**config.mk**
```make
export PLATFORM = sky130hd
export DESIGN_NAME = cpu_clk_en_ctrl
export DESIGN_NICKNAME = d
export VERILOG_FILES = /design/src/rtl/cpu_clk_en_ctrl.sv
export SDC_FILE = /design/constraint.sdc
export NUM_CORES = 1
export LEC_CHECK = 0
export ABC_AREA = 1
export CAP_MARGIN = 15
export CORE_MARGIN = 2
export CORE_UTILIZATION = 36
export DETAILED_ROUTE_END_ITERATION = 10
export PLACE_DENSITY = 0.58
export SLEW_MARGIN = 40
export SYNTH_ARGS = -nofsm -noshare
export SYNTH_HDL_FRONTEND = slang
export SYNTH_SLANG_ARGS = --single-unit
export TNS_END_PERCENT = 5
```
**constraint.sdc**
```tcl
create_clock -name clk -period 3.7 [get_ports clk]
set_input_delay 0.74 -clock clk [delete_from_list [all_inputs] [get_ports clk]]
set_output_delay 0.74 -clock clk [all_outputs]
set_load 0.1 [all_outputs]
```
**src/rtl/cpu_clk_en_ctrl.sv**
```systemverilog
// cpu_clk_en_ctrl: run-mode scheduler for the CPU core.
// Produces a single-cycle clock enable in the ui_clk domain instead of a
// derived clock. Modes: MANUAL step, SLOW, FAST, FULL. Every mode change goes
// through a halt handshake so the core is never switched mid-instruction.
// Optional build macro: CLK_CTRL_ACK_TIMEOUT_EN adds a halt-ack timeout that
// forces the switch and raises the sticky ack_timeout flag.
module cpu_clk_en_ctrl #(
  parameter int SLOW_DIV_W = 22,
  parameter int FAST_DIV_W = 2,
  parameter int DEBOUNCE_W = 16
`ifdef CLK_CTRL_ACK_TIMEOUT_EN
  ,
  parameter int ACK_TO_W   = 8
`endif
) (
  input  logic        clk,
  input  logic        rst_n,
  input  logic [1:0]  mode_sel,
  input  logic        manual_btn,
  input  logic        halt_ack,
  output logic        halt_req,
  output logic        cpu_clk_en,
  output logic [1:0]  mode_cur,
  output logic [31:0] en_count,
  output logic        ack_timeout
);

  localparam logic [1:0] ST_RUN    = 2'd0;
  localparam logic [1:0] ST_DRAIN  = 2'd1;
  localparam logic [1:0] ST_SWITCH = 2'd2;

  localparam logic [1:0] M_MANUAL = 2'b00;
  localparam logic [1:0] M_SLOW   = 2'b01;
  localparam logic [1:0] M_FAST   = 2'b10;

  logic [1:0]            mode_s1, mode_s2;
  logic                  btn_s1, btn_s2;
  logic [DEBOUNCE_W-1:0] deb_cnt;
  logic                  btn_stable;
  logic                  btn_rise;
  logic [1:0]            state;
  logic [SLOW_DIV_W-1:0] div_cnt;
  logic                  step_flag;
`ifdef CLK_CTRL_ACK_TIMEOUT_EN
  logic [ACK_TO_W-1:0]   to_cnt;
`endif

  // Two-flop synchronisers for the asynchronous switches and button
  always_ff @(posedge clk or negedge rst_n) begin
    if (!rst_n) begin
      mode_s1 <= '0;
      mode_s2 <= '0;
      btn_s1  <= 1'b0;
      btn_s2  <= 1'b0;
    end else begin
      mode_s1 <= mode_sel;
      mode_s2 <= mode_s1;
      btn_s1  <= manual_btn;
      btn_s2  <= btn_s1;
    end
  end

  // Debounce: count while the synced button disagrees with btn_stable; any
  // agreement (a bounce back) restarts the count. Only a disagreement that
  // survives until the counter is all-ones is accepted.
  always_ff @(posedge clk or negedge rst_n) begin
    if (!rst_n) begin
      deb_cnt    <= '0;
      btn_stable <= 1'b0;
    end else if (btn_s2 == btn_stable) begin
      deb_cnt <= '0;
    end else if (&deb_cnt) begin
      deb_cnt    <= '0;
      btn_stable <= btn_s2;
    end else begin
      deb_cnt <= deb_cnt + 1'b1;
    end
  end

  // 0->1 transition of btn_stable, seen the cycle it is committed
  assign btn_rise = btn_s2 && !btn_stable && (&deb_cnt);

  // Mode FSM, enable generation and halt handshake
  always_ff @(posedge clk or negedge rst_n) begin
    if (!rst_n) begin
      state       <= ST_RUN;
      mode_cur    <= M_MANUAL;
      div_cnt     <= '0;
      step_flag   <= 1'b0;
      cpu_clk_en  <= 1'b0;
      halt_req    <= 1'b0;
`ifdef CLK_CTRL_ACK_TIMEOUT_EN
      to_cnt      <= '0;
      ack_timeout <= 1'b0;
`endif
    end else begin
      case (state)
        ST_RUN: begin
          if (mode_s2 != mode_cur) begin
            // Mode change wins over enable generation: stop the core first
            state      <= ST_DRAIN;
            halt_req   <= 1'b1;
            cpu_clk_en <= 1'b0;
`ifdef CLK_CTRL_ACK_TIMEOUT_EN
            to_cnt     <= '0;
`endif
          end else begin
            div_cnt <= div_cnt + 1'b1;
            case (mode_cur)
              M_MANUAL: begin
                cpu_clk_en <= step_flag;
                step_flag  <= 1'b0;
              end
              M_SLOW:  cpu_clk_en <= &div_cnt;
              M_FAST:  cpu_clk_en <= &div_cnt[FAST_DIV_W-1:0];
              default: cpu_clk_en <= 1'b1;
            endcase
            // A fresh press outranks consuming the previous one
            if (btn_rise && (mode_cur == M_MANUAL)) step_flag <= 1'b1;
          end
        end
        ST_DRAIN: begin
          cpu_clk_en <= 1'b0;
          if (halt_ack) state <= ST_SWITCH;
`ifdef CLK_CTRL_ACK_TIMEOUT_EN
          else if (&to_cnt) begin
            state       <= ST_SWITCH;
            ack_timeout <= 1'b1;
          end else begin
            to_cnt <= to_cnt + 1'b1;
          end
`endif
        end
        ST_SWITCH: begin
          // Latest synced selection wins; equal to mode_cur is a no-op
          mode_cur   <= mode_s2;
          div_cnt    <= '0;
          step_flag  <= 1'b0;
          halt_req   <= 1'b0;
          cpu_clk_en <= 1'b0;
          state      <= ST_RUN;
        end
        default: state <= ST_RUN;
      endcase
    end
  end

`ifndef CLK_CTRL_ACK_TIMEOUT_EN
  assign ack_timeout = 1'b0;
`endif

  // Running count of enabled cycles, wraps naturally at 2^32
  always_ff @(posedge clk or negedge rst_n) begin
    if (!rst_n)          en_count <= '0;
    else if (cpu_clk_en) en_count <= en_count + 32'd1;
  end

endmodule

```
; ---- After elaboration in Yosys (flattened, before gate mapping)
; Cells that the tools add are included.
[classes]
n_addsub = 3
mul = 0
div = 0
order_cmp = 0
eq_ne = 10
n_shift = 0
n_mux = 16
bitwise_logic = 1
reduce_logical = 17
[op_table]
columns = operator, n
row1 = $pmux 22 s2, 1
row2 = $add 32x1->32 const B, 1
row3 = $mux 16, 2
row4 = $add 22x1->22 const B, 1
row5 = $mux 22, 1
row6 = $reduce_and 22->1, 1
row7 = $reduce_and 17->1, 1
row8 = $add 16x1->16 const B, 1
row9 = $reduce_and 16->1, 1
row10 = $reduce_and 2->1, 4
row11 = $ne 2x2->1 const B, 3
row12 = $pmux 1 s2, 3
row13 = $mux 1, 5
row14 = $eq 2x1->1 const B, 2
row15 = $eq 2x2->1 const B, 2
row16 = $logic_not 2->1, 2
row17 = $mux 2, 2
row18 = $pmux 2 s2, 1
row19 = $reduce_bool 2->1, 2
row20 = $logic_and 1x1->1, 3
row21 = $ne 3x3->1 const B, 1
row22 = $pmux 1 s3, 1
row23 = $reduce_and 3->1, 1
row24 = $ne 2x2->1, 1
row25 = other kinds (4), 4
[word_totals]
reg_bits = 84
latch_bits = 0
mem_bits_rw = 0
romBits = 0
in_bits = 6
out_inout_bits = 37
wordCells = 60
mem_count = 0

; ---- Logic depth before layout (Yosys ltp)
; Gate-level depths: netlist (run 1).
[depth]
ltp_word = 7
ltp_mapped = 10
ltp_nobuf = 10

; ---- Worst setup path before layout (run 1)
; No wires, ideal clock.
[synth_timing]
path_type = register to register
startpoint = reg en_count[0]
endpoint = reg en_count[18]
t_arrival_ns = 2.102
setup_slack_ns = 1.476
path_stages_with_launch = 9
path_buffers = 0
period_less_slack_ns = 2.224
cell_sequence = dfrtp_1 ha_1 nand3_1 nor2_2 nand2_2 nor3_2 nand2_1 nand2_1 nand2_1
[synth_via]
elab_chain_len = 1
[synth_lines]
columns = item, line_no
row1 = from (decl), 24  ; output logic [31:0] en_count,
row2 = from (signal assigned), 155  ; else if (cpu_clk_en) en_count <= en_count + 32'd1;
row3 = $add 32x1->32, 155
; Every way passes these cells.
; A chain may end at the register's enable or synchronous reset.

; ---- Final worst setup path (run 1)
[layout_timing]
startpoint = reg cpu_clk_en
endpoint = out cpu_clk_en
[layout_lines]
columns = item, line_no
row1 = from (decl), 22  ; output logic cpu_clk_en,
row2 = from (signal assigned), 111  ; cpu_clk_en <= step_flag;
row3 = from (signal assigned), 114  ; M_SLOW: cpu_clk_en <= &div_cnt;
row4 = from (signal assigned), 115  ; M_FAST: cpu_clk_en <= &div_cnt[FAST_DIV_W-1:0];
; No word-level cell between the ends.

==> results of run 1 <==
metrics by stage:
step	setup WS [ps]	instance area [um^2]	hold WS (ps)	util [%]	total power [mW]
finish	1410	5640	340	42.4	2.58
global route	1320	5640	366	42.4	2.74
CTS	1370	5640	349	42.4	2.62
detailed placement	1600	5350	336	40.2	1.70
global placement	1320	5520	333	41.5	1.71
floorplan	1480	4920	331	-	1.55
per-layer routing:
metal / vias up / track usage [%] / share of wire (%)
li1: 2272 / - / -
met1: 2039 / 22.9 / 47
met2: 75 / 29.0 / 47
met3: 18 / 2.44 / 3.3
met4: 0 / 7.78 / 2.2
met5: - / 0 / 0
power groups by stage:
| stage | clock network (mW) | registers, mW | logic [mW] |
|---|---|---|---|
| final | 0.905 | 1.05 | 0.628 |
| after global routing | 0.974 | 1.06 | 0.699 |
| after CTS | 0.934 | 1.05 | 0.633 |
| after detailed placement | 0 | 1.07 | 0.629 |
| after global placement | 0 | 1.07 | 0.647 |
| after floorplan | 0 | 1.24 | 0.308 |
logic make-up after synthesis:
| family | count (synthesis) | share of synthesized area (%) |
|---|---|---|
| XOR/XNOR | 26 | 4.63 |
| AND/OR/NAND/NOR | 447 | 39.1 |
| flip-flops | 84 | 42.7 |
| buffers and inverters | 88 | 7.02 |
| adder cells (fa/ha/maj) | 9 | 2.29 |
| other | 1 | 0.0762 |
| AO/OA/AOI/OAI | 37 | 4.17 |
flip-flops by register name, summed over array words and instances (netlist names):
register / cells
state: 2
halt_req: 1
deb_cnt: 16
btn_s2: 1
step_flag: 1
mode_cur: 2
btn_s1: 1
mode_s2: 2
btn_stable: 1
mode_s1: 2
div_cnt: 22
en_count: 32
cpu_clk_en: 1
worst max path at each step:
stage | endpoint | depth (start not counted)
CTS | cpu_clk_en | 2
detailed placement | div_cnt[2]$_DFFE_PN0P_ | 9
finish | cpu_clk_en | 2
global placement | en_count[3] | 1
floorplan | en_count[18]$_DFFE_PN0P_ | 8
global route | cpu_clk_en | 2
cell type report:
cell class | count | area (um^2) | share of cell area [%]
inverter | 77 | 289 | 5.12
tap | 176 | 220 | 3.90
clock inverter | 2 | 35.0 | 0.621
clock buffer | 12 | 256 | 4.55
multi-input combinational | 520 | 2470 | 43.9
timing repair buffer | 45 | 263 | 4.66
sequential | 84 | 2100 | 37.3
cells in the final DEF, fill, tap and decap left out, drive strengths merged:
| cell type | instances |
|---|---|
| a21o | 1 |
| conb | 1 |
| and2 | 3 |
| dfrtp | 84 |
| a21oi | 5 |
| buf | 41 |
| nand2 | 240 |
| clkinv | 1 |
| a31oi | 1 |
| o21bai | 4 |
| clkbuf | 12 |
| o21ai | 23 |
| inv | 77 |
| nand4 | 21 |
| xnor2 | 6 |
| nor3 | 18 |
| xor2 | 20 |
| o31ai | 2 |
| ha | 9 |
| nand3 | 47 |
| bufinv | 1 |
| nand3b | 11 |
| nor2 | 107 |
| o22ai | 1 |
| clkdlybuf4s50 | 4 |
==> impl_metrics.json, run 1 <==
{
  "run_status": "finished, final reports clean",
  "grt_setup_unrepaired": "false",
  "dp_cells": 902,
  "dr_total_vias": 4404,
  "fmax_mhz": 436,
  "regToRegStartpoint": "state[0]$_DFFE_PN0P_",
  "internal_power_mw": 1.66,
  "timing.setup.critical_path_class": "reg -> out",
  "drt-pass1-iter-count": 5,
  "first_global_vias": 4286,
  "count_of_hold_buffers_inserted_by_post_cts_repair": 0,
  "design.core.area_um2": 13300,
  "route.final.wire_length_um": 11800,
  "hold_violations": 0,
  "synth_ff_type": "dfrtp_1",
  "detailed_place_hpwl_um": 8830,
  "yosysTopAreaCell": "dfrtp_1",
  "cp_max_fo": 13,
  "post-route-min-period_ps": 2290,
  "synthDistinctLibCells": 33,
  "cap_violations": 0,
  "die_h_um": 121,
  "worstRegToRegCells": 9,
  "path_buf_inv": 2,
  "globalRouteOverflowTotal": 0,
  "fp.dieArea_um2": 14600,
  "start_kind": "flop",
  "antennaDiodeCount": 0,
  "netlist_instances": 692,
  "post_synth.cell_area_avg_um2": 7.11,
  "ant_nets": 0,
  "leakage_nw": 2.67,
  "endpoint_kind": "output port",
  "period_share_pct": 62.0,
  "numCtsBuffers": 9,
  "share_of_layout_cells_above_drive_strength_1_pct": 9.46,
  "cts_sinks": 84,
  "crit_slowest_cell": "dfrtp_1",
  "worst_ep_required_time_ps": 2960,
  "start_util_pct": 37.0,
  "ys_async_sr_fraction_pct": 100,
  "die-width_um": 121,
  "postSynthRegisterBits": 84,
  "clk_path_buf_depth": 2,
  "yosysMostFrequentCell": "nand2_1",
  "detail_route.wl_per_cell_um": 12.8,
  "peakVddDrop_uv": 499,
  "cts_repair_resize_count": 0,
  "vias_per_cell": 4.81,
  "timing_worst_slew_pin_value_ps": 572,
  "clock_tree_from_tritoncts": "done",
  "globalplace.congestion": 0.913,
  "fillerInstances": 1348,
  "critical_path.max_stage_delay_ps": 670,
  "synth_fp_nets": 707,
  "yosys_top_cell_area_share_pct": 42.7,
  "finalSetupTns_ps": 0,
  "p_seq_share_pct": 40.7,
  "design.portCount": 43,
  "port_buffers": 41,
  "p_sw_share_pct": 36.0,
  "power.switching_mw": 0.929,
  "track_usage_pct": 17.5,
  "setup_slack_of_the_most_critical_reg_to_reg_path_ps": 1600,
  "ys_seq_area_share_pct": 42.7,
  "ys_top_cells_by_count": "nand2_1, nor2_1, dfrtp_1",
  "timing.max_slew.rel_slack_pct": 61.9,
  "rr_endpoint": "div_cnt[2]$_DFFE_PN0P_",
  "worst_path_most_repeated_cell": "buf_4",
  "postCtsSetupBuffers": 0,
  "nNetsFinal": 752,
  "critical_path.startpoint": "cpu_clk_en$_DFFE_PN0P_",
  "clock_latency_ps": 350,
  "power.density_cell_area_nw_per_um2": 458,
  "rows": 42,
  "grt_start_max_net_pins": 35,
  "grt_pass1_wl_um": 20400,
  "critical_path.cell_chain": "buf_4, buf_4",
  "clockPowerShare_pct": 35.0,
  "synth_enable_flop_cells": 0,
  "area.growth.synth_to_final_pct": 14.6,
  "cts-root-buf": "clkbuf_16",
  "p_comb_share_pct": 24.3,
  "cts.clk_slew.worst_paths_ps": 60,
  "synth_area_leaders": "dfrtp_1, nand2_1, nor2_1",
  "slew_viol_final": 0,
  "hold_class": "in -> async",
  "post_layout_nonfiller_instances": 916,
  "grt_antenna_before_repair": 0,
  "crit_family": "flip-flops",
  "synth_area_um2": 4920,
  "clock-skew-final_ps": 6.63,
  "drc": 0,
  "detail_route.iter0.violations": 326,
  "arrival_time_of_data_at_the_critical_path_endpoint_ps": 1550,
  "count_of_endpoints_failing_setup_in_the_final_report": 0,
  "ys.warnings.count": 0,
  "cts.htree.levels": 3
}
No activity file was read; power rests on OpenSTA's default activity.
==> run 2, diff against run 1 <==
--- a/config.mk
+++ b/config.mk
@@ -10,7 +10,7 @@
 export CORE_MARGIN = 2
 export CORE_UTILIZATION = 36
 export DETAILED_ROUTE_END_ITERATION = 10
-export PLACE_DENSITY = 0.58
+export PLACE_DENSITY = 0.6
 export SLEW_MARGIN = 40
 export SYNTH_ARGS = -nofsm -noshare
 export SYNTH_HDL_FRONTEND = slang
==> constraint.sdc (replaced) <==
create_clock -name clk -period 2.1 [get_ports clk]
set_input_delay 0.42 -clock clk [delete_from_list [all_inputs] [get_ports clk]]
set_output_delay 0.42 -clock clk [all_outputs]
set_load 0.1 [all_outputs]
==> impl_metrics.json, run 2 (synthesis results as in run 1) <==
{
  "run_status": "finished, final reports clean",
  "cp_max_fo": 19,
  "rows": 42,
  "peakVddDrop_uv": 1120,
  "critical_path.startpoint": "state[0]$_DFFE_PN0P_",
  "clock_latency_ps": 350,
  "leakage_nw": 2.71,
  "post-route-min-period_ps": 1850,
  "detail_route.iter0.violations": 263,
  "design.core.area_um2": 13300,
  "grt_start_max_net_pins": 43,
  "critical_path.cell_chain": "inv_1, ha_1, inv_1, nor2_1, inv_1, nand2_2, inv_2, o21ai_0, nor2_1",
  "cts.htree.levels": 3,
  "biggestRegsByFlops": "en_count (32), div_cnt (22), deb_cnt (16)",
  "path_buf_inv": 4,
  "design.portCount": 43,
  "worst_path_most_repeated_cell": "inv_1",
  "power.density_cell_area_nw_per_um2": 803,
  "final_cell_mix": "nand2_1, nor2_1, dfrtp_1",
  "clock_tree_from_tritoncts": "done",
  "cts_sinks": 84,
  "detailed_place_hpwl_um": 8670,
  "nNetsFinal": 757,
  "worstRegToRegCells": 9,
  "final_common_cell": "nand2_1",
  "fmax_mhz": 540,
  "die_h_um": 121,
  "drc": 0,
  "dr_total_vias": 4482,
  "finalCoreUtilization_pct": 43.8,
  "first_global_vias": 4323,
  "setup_slack_of_the_most_critical_reg_to_reg_path_ps": 250,
  "route.final.wire_length_um": 11700,
  "count_of_hold_buffers_inserted_by_post_cts_repair": 1,
  "worstSetupPathDepth": 9,
  "start_util_pct": 37.0,
  "largest_register": "en_count",
  "numCtsBuffers": 9,
  "crit_family": "buffers and inverters",
  "critical_path.max_stage_delay_ps": 420,
  "antennaDiodeCount": 0,
  "globalplace.congestion": 0.886,
  "regToRegStartpoint": "state[0]$_DFFE_PN0P_",
  "cap_violations": 0,
  "grt_setup_unrepaired": "false",
  "hold_violations": 0,
  "cts-root-buf": "clkbuf_16",
  "hold_class": "reg -> reg",
  "track_usage_pct": 17.1,
  "clock-skew-final_ps": 8.05,
  "postCtsSetupBuffers": 0,
  "port_buffers": 41,
  "area.growth.synth_to_final_pct": 18.2,
  "cts_repair_resize_count": 0,
  "finalSetupTns_ps": 0,
  "largest_register_ff_count": 32,
  "fp.dieArea_um2": 14600,
  "timing.setup.critical_path_class": "reg -> reg",
  "drt-pass1-iter-count": 7,
  "cts.clk_slew.worst_paths_ps": 60,
  "endpoint_kind": "flop",
  "detail_route.wl_per_cell_um": 12.7,
  "ant_nets": 0,
  "vias_per_cell": 4.86,
  "globalRouteOverflowTotal": 0,
  "share_of_layout_cells_above_drive_strength_1_pct": 10.4,
  "grt_pass1_wl_um": 20100,
  "crit_slowest_cell": "dfrtp_1",
  "fillerInstances": 1385,
  "clk_path_buf_depth": 2,
  "grt_antenna_before_repair": 0,
  "period_share_pct": 88.2,
  "timing.critical_path.to": "div_cnt[2]$_DFFE_PN0P_",
  "arrival_time_of_data_at_the_critical_path_endpoint_ps": 2090,
  "start_kind": "flop",
  "rr_endpoint": "div_cnt[2]$_DFFE_PN0P_",
  "die-width_um": 121,
  "count_of_endpoints_failing_setup_in_the_final_report": 0,
  "slew_viol_final": 0,
  "worst_ep_required_time_ps": 2330
}
==> run 2: cell types whose count changed in the layout (fill, tap and decap cells not counted) <==
cell           delta
buf_4            +35
buf_2            -34
buf_12            +3
dfrtp_1           -2
dfrtp_2           +2
clkinv_2          +1
clkinvlp_4        +1
dlygate4sd3_1     +1
==> run 2: how the worst min path moves through the flow <==
stage                                    start                    to  slack, ps  cells after the start
after floorplan                          rst_n      btn_s1$_DFF_PN0_        120                      0
final                     mode_s1[0]$_DFF_PN0_  mode_s2[0]$_DFF_PN0_        350                      0
after global routing      mode_s1[0]$_DFF_PN0_  mode_s2[0]$_DFF_PN0_        350                      0
after detailed placement  mode_s1[0]$_DFF_PN0_  mode_s2[0]$_DFF_PN0_        340                      0
after global placement    mode_s1[0]$_DFF_PN0_  mode_s2[0]$_DFF_PN0_        330                      0
after CTS                 mode_s1[0]$_DFF_PN0_  mode_s2[0]$_DFF_PN0_        350                      0
==> run 2: power by group <==
part | switching (mW) | leakage [nW] | internal, mW
clock | 0.665 | 0.149 | 0.983
combinational | 0.896 | 1.42 | 0.269
sequential | 0.132 | 1.14 | 1.73
total | 1.69 | 2.71 | 2.98
==> run 2: layout make-up <==
cell class / count / area (um^2) / share of cell area [%]
inverters: 77 / 289 / 4.97
clock inverters: 4 / 47.5 / 0.817
clock buffers: 12 / 256 / 4.41
multi-input cells: 520 / 2470 / 42.5
repair buffers: 50 / 425 / 7.31
flip-flops and latches: 84 / 2100 / 36.2
well taps: 176 / 220 / 3.78
==> run 2: through the flow <==
stage	power (mW)	hold slack (ps)	cell area (um^2)	setup WS (ps)	cells
2_1_floorplan	2.73	124	4920	5.93	692
3_3_place_gp	3.03	334	5500	323	906
3_5_place_dp	3.05	338	5500	248	906
4_1_cts	4.73	352	5820	234	923
5_1_grt	4.93	354	5820	35.4	923
6_report	4.67	350	5820	249	923
==> run 2: per-layer routing <==
layer	routed length (um)	track usage, %	part of all wire, %
met1	5490	22.7	47
met2	5440	27.4	47
met3	490	3.29	4.2
met4	266	7.19	2.3
met5	0	0	0
